**src/rtl/alu_pipe_mc.sv**
```systemverilog
// alu_pipe_mc: handshaked EX-stage ALU. Single-cycle ops are registered at accept;
// MUL iterates shift-add, MUL_K multiplier bits per cycle; flush kills any pending work.
module alu_pipe_mc #(
   parameter int WIDTH = 16,
   parameter int MUL_K = 1
) (
   input  logic             clk,
   input  logic             rst_n,
   input  logic             flush,
   input  logic             in_valid,
   output logic             in_ready,
   input  logic [3:0]       in_op,
   input  logic [WIDTH-1:0] in_a,
   input  logic [WIDTH-1:0] in_b,
   output logic             out_valid,
   input  logic             out_ready,
   output logic [WIDTH-1:0] out_data,
   output logic             out_cout,
   output logic             busy
);
   localparam int N     = WIDTH / MUL_K;
   localparam int SW    = $clog2(WIDTH);
   localparam int H     = WIDTH / 2;
   localparam int CNT_W = (N > 1) ? $clog2(N) : 1;

   localparam logic [3:0] OP_ADD  = 4'h0;
   localparam logic [3:0] OP_SUB  = 4'h1;
   localparam logic [3:0] OP_XOR  = 4'h2;
   localparam logic [3:0] OP_ANDN = 4'h3;
   localparam logic [3:0] OP_ROL  = 4'h4;
   localparam logic [3:0] OP_SLL  = 4'h5;
   localparam logic [3:0] OP_ROR  = 4'h6;
   localparam logic [3:0] OP_SRL  = 4'h7;
   localparam logic [3:0] OP_SEQ  = 4'h8;
   localparam logic [3:0] OP_SLT  = 4'h9;
   localparam logic [3:0] OP_SLE  = 4'hA;
   localparam logic [3:0] OP_SCO  = 4'hB;
   localparam logic [3:0] OP_BTR  = 4'hC;
   localparam logic [3:0] OP_SLBI = 4'hD;
   localparam logic [3:0] OP_MUL  = 4'hE;

   typedef enum logic {S_IDLE = 1'b0, S_MUL = 1'b1} state_e;

   state_e           state_q, state_d;
   logic [CNT_W-1:0] cnt_q, cnt_d;
   logic [WIDTH-1:0] mcand_q, mcand_d;
   logic [WIDTH-1:0] mplier_q, mplier_d;
   logic [WIDTH-1:0] acc_q, acc_d;
   logic             out_valid_q, out_valid_d;
   logic [WIDTH-1:0] out_data_q, out_data_d;
   logic             out_cout_q, out_cout_d;

   logic             accept;
   logic [SW-1:0]    shamt;
   logic [SW:0]      shamt_inv;
   logic [WIDTH:0]   add_sum;
   logic [WIDTH:0]   sub_sum;
   logic [WIDTH-1:0] btr;
   logic [WIDTH-1:0] alu_res;
   logic             alu_cout;
   logic [WIDTH-1:0] pp_sum [MUL_K+1];
   logic [WIDTH-1:0] acc_step;

   assign in_ready = rst_n & ~flush & (state_q == S_IDLE) & (~out_valid_q | out_ready);
   assign accept   = in_valid & in_ready;

   assign shamt     = in_b[SW-1:0];
   // Complementary shift for rotates; equals WIDTH when shamt is 0, which shifts everything out.
   assign shamt_inv = (SW+1)'(WIDTH) - {1'b0, shamt};
   assign add_sum   = {1'b0, in_a} + {1'b0, in_b};
   assign sub_sum   = {1'b0, ~in_a} + {1'b0, in_b} + {{WIDTH{1'b0}}, 1'b1};

   for (genvar gi = 0; gi < WIDTH; gi++) begin : g_btr
      assign btr[gi] = in_a[WIDTH-1-gi];
   end

   always_comb begin
      alu_res  = '0;
      alu_cout = 1'b0;
      case (in_op)
         OP_ADD:  begin alu_res = add_sum[WIDTH-1:0]; alu_cout = add_sum[WIDTH]; end
         OP_SUB:  begin alu_res = sub_sum[WIDTH-1:0]; alu_cout = sub_sum[WIDTH]; end
         OP_XOR:  alu_res = in_a ^ in_b;
         OP_ANDN: alu_res = in_a & ~in_b;
         OP_ROL:  alu_res = (in_a << shamt) | (in_a >> shamt_inv);
         OP_SLL:  alu_res = in_a << shamt;
         OP_ROR:  alu_res = (in_a >> shamt) | (in_a << shamt_inv);
         OP_SRL:  alu_res = in_a >> shamt;
         OP_SEQ:  alu_res = {{(WIDTH-1){1'b0}}, in_a == in_b};
         OP_SLT:  alu_res = {{(WIDTH-1){1'b0}}, $signed(in_a) < $signed(in_b)};
         OP_SLE:  alu_res = {{(WIDTH-1){1'b0}}, $signed(in_a) <= $signed(in_b)};
         OP_SCO:  begin alu_res = {{(WIDTH-1){1'b0}}, add_sum[WIDTH]}; alu_cout = add_sum[WIDTH]; end
         OP_BTR:  alu_res = btr;
         OP_SLBI: alu_res = {in_a[H-1:0], in_b[H-1:0]};
         default: alu_res = '0;
      endcase
   end

   // One radix-2^MUL_K step: add the multiplicand for each set low multiplier bit.
   assign pp_sum[0] = acc_q;
   for (genvar gi = 0; gi < MUL_K; gi++) begin : g_pp
      assign pp_sum[gi+1] = pp_sum[gi] + (mplier_q[gi] ? (mcand_q << gi) : '0);
   end
   assign acc_step = pp_sum[MUL_K];

   always_comb begin
      state_d     = state_q;
      cnt_d       = cnt_q;
      mcand_d     = mcand_q;
      mplier_d    = mplier_q;
      acc_d       = acc_q;
      out_valid_d = out_valid_q;
      out_data_d  = out_data_q;
      out_cout_d  = out_cout_q;
      if (flush) begin
         state_d     = S_IDLE;
         cnt_d       = '0;
         out_valid_d = 1'b0;
      end else begin
         if (out_valid_q && out_ready) begin
            out_valid_d = 1'b0;
         end
         case (state_q)
            S_IDLE: begin
               if (accept) begin
                  if (in_op == OP_MUL) begin
                     state_d  = S_MUL;
                     cnt_d    = '0;
                     mcand_d  = in_a;
                     mplier_d = in_b;
                     acc_d    = '0;
                  end else begin
                     out_valid_d = 1'b1;
                     out_data_d  = alu_res;
                     out_cout_d  = alu_cout;
                  end
               end
            end
            S_MUL: begin
               acc_d    = acc_step;
               mcand_d  = mcand_q << MUL_K;
               mplier_d = mplier_q >> MUL_K;
               cnt_d    = cnt_q + CNT_W'(1);
               if (cnt_q == CNT_W'(N-1)) begin
                  state_d     = S_IDLE;
                  cnt_d       = '0;
                  out_valid_d = 1'b1;
                  out_data_d  = acc_step;
                  out_cout_d  = 1'b0;
               end
            end
            default: state_d = S_IDLE;
         endcase
      end
   end

   always_ff @(posedge clk or negedge rst_n) begin
      if (!rst_n) begin
         state_q     <= S_IDLE;
         cnt_q       <= '0;
         mcand_q     <= '0;
         mplier_q    <= '0;
         acc_q       <= '0;
         out_valid_q <= 1'b0;
         out_data_q  <= '0;
         out_cout_q  <= 1'b0;
      end else begin
         state_q     <= state_d;
         cnt_q       <= cnt_d;
         mcand_q     <= mcand_d;
         mplier_q    <= mplier_d;
         acc_q       <= acc_d;
         out_valid_q <= out_valid_d;
         out_data_q  <= out_data_d;
         out_cout_q  <= out_cout_d;
      end
   end

   assign out_valid = out_valid_q;
   assign out_data  = out_data_q;
   assign out_cout  = out_cout_q;
   assign busy      = (state_q == S_MUL);

endmodule

```
**config.mk**
```make
export PLATFORM = sky130hd
export DESIGN_NAME = alu_pipe_mc
export DESIGN_NICKNAME = d
export VERILOG_FILES = /design/src/rtl/alu_pipe_mc.sv
export SDC_FILE = /design/constraint.sdc
export NUM_CORES = 1
export LEC_CHECK = 0
export ABC_AREA = 1
export CAP_MARGIN = 20
export CELL_PAD_IN_SITES_DETAIL_PLACEMENT = 1
export CELL_PAD_IN_SITES_GLOBAL_PLACEMENT = 2
export CORE_ASPECT_RATIO = 1.4
export CORE_MARGIN = 5
export CORE_UTILIZATION = 30
export DETAILED_ROUTE_END_ITERATION = 8
export PLACE_DENSITY = 0.76
export SYNTH_ARGS = -nofsm -noshare
export SYNTH_HDL_FRONTEND = slang
export SYNTH_SLANG_ARGS = --single-unit
```
**constraint.sdc**
```tcl
create_clock -name clk -period 2.8 [get_ports clk]
set_clock_uncertainty 0.2 [all_clocks]
set_input_delay 0.42 -clock clk [delete_from_list [all_inputs] [get_ports clk]]
set_output_delay 0.42 -clock clk [all_outputs]
set_load 0.01 [all_outputs]
```
==> results.tsv, run 1 <==
metric	value	unit
status	finished, final reports clean	
Finished Cell Area	0.0138	mm²
WS Path Type	in2reg	
fin crit period	2770	ps
Area Growth Syn to Fin	43.6	%
# setup viols final	0	
port bufs	60	
number of global-route vias before repair	13900	
Tcrit/Tclk final	98.8	%
initial DRC count	677	
worst skew pair latency	350	ps
largest net degree at the start of global routing	55	
final net count	2135	
part of the Yosys area used for sequential elements	18.5	%
Worst Hold Class	in2async	
synthesized area per cell	5.79	µm²
initial antenna violation count	0	
Rel. slew slack	50.0	%
CP max-delay cell	clkdlybuf4s50_1	
pwr dens	358	mW/mm²
DRT antenna net count	0	
Total GRT Usage	31.8	%
Die Ht	222	µm
Final Hold Vio Count	0	
clock tree root driver cell	clkbuf_16	
WP buf/inv	3	
WL per Instance	24.0	µm
Slew @ Worst Pin	750	ps
Max VDD drop	0.000256	V
DRC	0	
global-route wire length before repair	85000	µm
Worst-path clk slew	70	ps
dpl hpwl	49400	µm
diode count	0	
Most common cell on crit path	buf_6	
top-level I/O count	61	
Die X	161	µm
total leakage power	0.00717	µW
Max-Cap Viols	0	
Synthesis Warnings	0	
H-tree levels	3	
remaining global-route overflow	0	
via/cell ratio	5.40	
CTS tree	done	
die area	0.0357	mm²
WL final	58100	µm
CP endpoint kind	register	
WP data required	2840	ps
max incr delay on CP	410	ps
CP delay by family, top	buffers and inverters	
CTS max path bufs	2	
CTS buffer count	9	
Distinct cells, synth	47	
total core area	0.0316	mm²
Slew Viols, Final	0	
layout cells sized above 1	24.5	%
Post-Syn Area	0.00961	mm²
unrepaired setup endpoints after global routing	true	
cell count after synthesis	1658	
Power, Total	4930	µW
GP Congestion	1.03	
WHS	284	ps
setup TNS	0	ps
Critical Path, Cell by Cell	clkdlybuf4s50_1, buf_6, buf_6, ha_2, fa_2, nand3_1, nand3_2, o21ai_2, a21o_1, nand4_1, nand2_1, a21boi_1	
Placed Area	0.0131	mm²
crit path DAT	2810	ps
TritonCTS Sinks	71	
First-pass DRT Iterations	8	
fmax	361	MHz
Core Util, Final	43.6	%
Synth Register Bits	71	
CP max FO	12	
crit start category	input pin	
Initial Util	30.4	%
Via Count	13100	
row cnt	77	
syn_nets	1767	
==> cell usage in the layout (no fill, tap or decap), types with 9 or more instances in the layout <==
cell             Yosys  final
a21boi_1            10      9
a21oi_1             91     82
a21oi_2              0      9
buf_12               0     14
buf_4               13    346
clkbuf_16            0      9
clkdlybuf4s50_1      0     54
dfrtp_1             71     70
ha_1                65     52
inv_1              155    151
inv_2               10     13
nand2_1            537    529
nand2_2             12     20
nand3_1            180    175
nand4_1             30     30
nor2_1             143    136
nor2_2               6     13
nor3_1              18     16
o211ai_1            18     18
o21ai_0            121    104
o21ai_1             38     51
o22ai_1             13     13
or2_2               12     12
==> flip-flops by register name, summed over array words and instances (netlist names) <==
signal / flops
out_valid: 1
out_cout: 1
busy: 1
mcand_q: 16
mplier_q: 16
acc_q: 16
out_data: 16
cnt_q: 4
==> kinds of logic after synthesis <==
logic type                 share of synthesized area [%]
AOI/OAI and AO/OA                                   18.3
DFF                                                 18.5
buffers and inverters                               10.7
and+or+nand+nor                                     43.2
adders and majority gates                           9.09
xor gates and xnor gates                           0.182
==> cell usage after synthesis, drive strengths merged <==
cell type | number | share of area [%]
nand3 | 182 | 9.7
clkbuf | 13 | 0.51
dfrtp | 71 | 18
nand4 | 30 | 2.0
and2 | 3 | 0.20
a211oi | 1 | 0.078
o21ai | 161 | 8.5
clkinv | 2 | 0.091
a31oi | 2 | 0.13
nor2 | 158 | 7.1
o31ai | 5 | 0.39
inv | 167 | 6.6
buf | 54 | 3.5
a2bb2oi | 1 | 0.091
or2 | 16 | 1.0
a21boi | 11 | 0.90
fa | 3 | 0.63
o22ai | 13 | 0.85
a21oi | 91 | 4.7
o211ai | 18 | 1.4
ha | 65 | 8.5
o21bai | 4 | 0.31
nand2 | 549 | 22
nor4 | 1 | 0.065
o21a | 5 | 0.39
nor3 | 19 | 1.0
a21o | 7 | 0.55
xor2 | 2 | 0.18
nand3b | 4 | 0.31
==> worst paths after layout <==
check	from	end	slack [ps]	depth (start not counted)
max in group asynchronous	rst_n	mplier_q[2]	1070	3
min in group clk	acc_q[14]	acc_q[14]	290	2
worst min register to register	acc_q[14]	acc_q[14]	290	2
worst max-delay path	in_b[0]	out_data[6]	30	12
worst max register to register	mplier_q[0]	out_data[14]	150	14
worst min-delay path	rst_n	cnt_q[2]	280	2
==> final cells by class <==
class                           instances  area, µm²
Sequential cell                        71       1780
Tap cell                              395        494
Clock inverter                          4       30.0
Fill cell                            4342      17800
Timing Repair Buffer                  424       3520
Multi-Input combinational cell       1351       7070
Clock buffer                           12        246
Inverter                              169        651
==> what timing repair did <==
item,CTS,global route
pin swaps,4,15
setup endpoints to repair,15,20
hold buffers,1,0
resized for setup,28,68
endpoints found under the hold margin,17,0
setup buffers,1,6
==> metal layers <==
metal	share of wire, %	vias to the layer above	wire, µm	GRT usage (%)
li1	-	6181	-	-
met2	50	430	29300	57.7
met1	36	6269	20800	33.0
met4	10	0	5990	25.9
met5	0	-	0	0
met3	3.6	213	2100	2.92
==> per-stage QoR <==
stage / setup WS, ps / instances
after floorplan: 128 / 1658
after global placement: -581 / 2402
after detailed placement: -601 / 2402
after CTS: -48.2 / 2420
after global routing: -59.5 / 2426
final: 33.1 / 2426
==> where the power goes <==
part / switching [µW] / internal [µW]
combinational: 1430 / 1070
sequential: 121 / 1190
clock: 487 / 629
total: 2040 / 2890
No activity file was read; power rests on OpenSTA's default activity.
==> run 2: changes to the inputs <==
--- a/config.mk
+++ b/config.mk
@@ -6,6 +6,7 @@
 export NUM_CORES = 1
 export LEC_CHECK = 0
 export ABC_AREA = 1
+export ABC_CLOCK_PERIOD_IN_PS = 2800
 export CAP_MARGIN = 20
 export CELL_PAD_IN_SITES_DETAIL_PLACEMENT = 1
 export CELL_PAD_IN_SITES_GLOBAL_PLACEMENT = 2
==> results of run 2 <==
Final layout, timing and power as in run 1 (identical DEF).
==> run 3: changes to the inputs <==
--- a/config.mk
+++ b/config.mk
@@ -12,9 +12,10 @@
 export CELL_PAD_IN_SITES_GLOBAL_PLACEMENT = 2
 export CORE_ASPECT_RATIO = 1.4
 export CORE_MARGIN = 5
-export CORE_UTILIZATION = 30
+export CORE_UTILIZATION = 33
+export CTS_CLUSTER_SIZE = 24
 export DETAILED_ROUTE_END_ITERATION = 8
-export PLACE_DENSITY = 0.76
+export PLACE_DENSITY = 0.83
 export SYNTH_ARGS = -nofsm -noshare
 export SYNTH_HDL_FRONTEND = slang
 export SYNTH_SLANG_ARGS = --single-unit
==> run 3 against run 2 <==
Register-to-register slack about the same. Highest routed layer unchanged. Fmax increased by 2.3%. Flip-flop and latch count unchanged. Total power decreased by 1.0%. Sequential power about the same. Setup slack improved by 62 ps. Sequential share of layout area increased by 0.19 points. Final cell count decreased by 1.2%. Non-clock buffer count decreased by 14. Clock power about the same. First-iteration DRC count decreased by 3.7%. Core utilization increased by 3.3 points.
==> results.tsv, run 3 (same netlist as run 1, synthesis figures left out) <==
metric	value	unit
Clk pwr share	23.3	%
die area	0.0327	mm²
commonest non-fill, non-tap cell in the layout	nand2_1	
CP delay by family, top	simple AND/OR/NAND/NOR gates	
commonest non-fill, non-tap cells in the layout	529 x nand2_1, 334 x buf_4, 177 x nand3_1, 155 x inv_1, 137 x nor2_1	
Top Layer Used	met4	
Rel. slew slack	37.2	%
remaining global-route overflow	0	
Die X	154	µm
GP Congestion	1.02	
Tcrit/Tclk final	96.6	%
TritonCTS Sinks	71	
CTS buffer count	9	
diode count	0	
met2 wire len	27400	µm
WP data required	2870	ps
worst skew pair latency	350	ps
WL final	54400	µm
pre-CTS WS	-425	ps
WL met3	2030	µm
crit start category	input pin	
dpl hpwl	46100	µm
First-pass DRT Iterations	5	
FF-to-FF setup slack	160	ps
share of power burned in registers	26.8	%
WP buf/inv	4	
Critical Path, Cell by Cell	clkdlybuf4s50_1, inv_1, nand2_2, nor2_1, buf_4, nand2_1, nand4_1, a21oi_1, nand2_1, nor2_1, buf_4, nand4_1, nand2_1, a21boi_2	
unrepaired setup endpoints after global routing	true	
final net count	2121	
worst flop-to-flop path startpoint	mplier_q[0]	
fin crit period	2700	ps
port bufs	60	
crit path DAT	2770	ps
CTS tree	done	
DRC	0	
status	finished, final reports clean	
WHS	105	ps
RR Endpoint	out_data[14]	
layout cells sized above 1	23.4	%
Worst Hold Class	in2async	
initial DRC count	652	
Worst-path clk slew	60	ps
# setup viols final	0	
Slew Viols, Final	0	
Max-Cap Viols	0	
WS Path Type	in2reg	
power share of the combinational group	49.9	%
fmax	370	MHz
CP max FO	6	
clock tree root driver cell	clkbuf_16	
DRT met1 WL	19800	µm
via/cell ratio	5.39	
Area Growth Syn to Fin	41.5	%
H-tree levels	3	
pwr dens	359	mW/mm²
PnR worst setup slack	95.2	ps
Total GRT Usage	32.8	%
Max VDD drop	0.000254	V
top-level I/O count	61	
Die Ht	212	µm
DRT antenna net count	0	
Finished Cell Area	0.0136	mm²
Final Hold Vio Count	0	
CTS max path bufs	2	
initial antenna violation count	0	
internal power	2870	µW
setup TNS	0	ps
switching power share of the total	41.2	%
WL per Instance	22.7	µm
Initial Util	33.1	%
Net Sw Power	2010	µW
largest net degree at the start of global routing	72	
number of global-route vias before repair	13600	
FF-to-FF path depth	14	
total core area	0.0290	mm²
CP max-delay cell	nor2_1	
total leakage power	0.00709	µW
CP endpoint kind	register	
Via Count	12900	
row cnt	74	
global-route wire length before repair	81000	µm
max incr delay on CP	540	ps
Placed Area	0.0130	mm²
Slew @ Worst Pin	942	ps
hold_buf cts	0	
Most common cell on crit path	nand2_1	
run 3: cell count changes in the layout (fill, tap and decap cells not counted), moves of 4 or more:
cell / previous run / this run
buf_12: 14 / 10
o21ai_1: 51 / 42
a21oi_1: 82 / 86
inv_1: 151 / 155
o21ai_0: 104 / 112
buf_4: 346 / 334
a21oi_2: 9 / 4
run 3: what timing repair did:
action	CTS	global route
setup buffers	0	2
gates resized for setup	12	64
setup endpoints to repair	12	19
pin swaps	0	7
run 3: how the worst max path moves through the flow:
stage	to	cells after the start	from	slack, ps
after floorplan	out_data[8]	17	in_b[0]	130
after global placement	out_data[2]	13	in_b[0]	-370
after detailed placement	out_data[2]	13	in_b[0]	-420
after CTS	out_data[12]	13	in_a[11]	0.6
after global routing	out_data[14]	15	in_a[7]	-10
final	out_data[8]	14	in_op[0]	100
run 3: cell type report:
type / count / area [µm²]
clock buffer: 10 / 239
fill: 4030 / 15400
clock inverter: 6 / 52.6
timing repair buffer: 410 / 3390
tap: 380 / 475
inverter: 169 / 648
sequential: 71 / 1780
multi-input combinational: 1351 / 7010
run 3: routing by layer:
| layer | track usage [%] | up-vias |
|---|---|---|
| li1 | - | 6164 |
| met1 | 33.9 | 6179 |
| met2 | 60.7 | 380 |
| met3 | 3.25 | 203 |
| met4 | 24.6 | 0 |
| met5 | 0 | - |
run 3: metrics by stage:
stage          power (µW)  util (%)  std cells
2_1_floorplan        2370         -       1658
3_3_place_gp         3610      44.9       2379
3_5_place_dp         3650      44.9       2379
4_1_cts              4820      46.0       2395
5_1_grt              5150      46.9       2397
6_report             4880      46.9       2397
run 3: power by group through the flow:
stage | logic [µW] | registers (µW) | clock network (µW)
final | 2430 | 1310 | 1140
after global routing | 2620 | 1330 | 1210
after CTS | 2350 | 1310 | 1160
after detailed placement | 2330 | 1330 | 0
after global placement | 2290 | 1320 | 0
after floorplan | 1070 | 1300 | 0
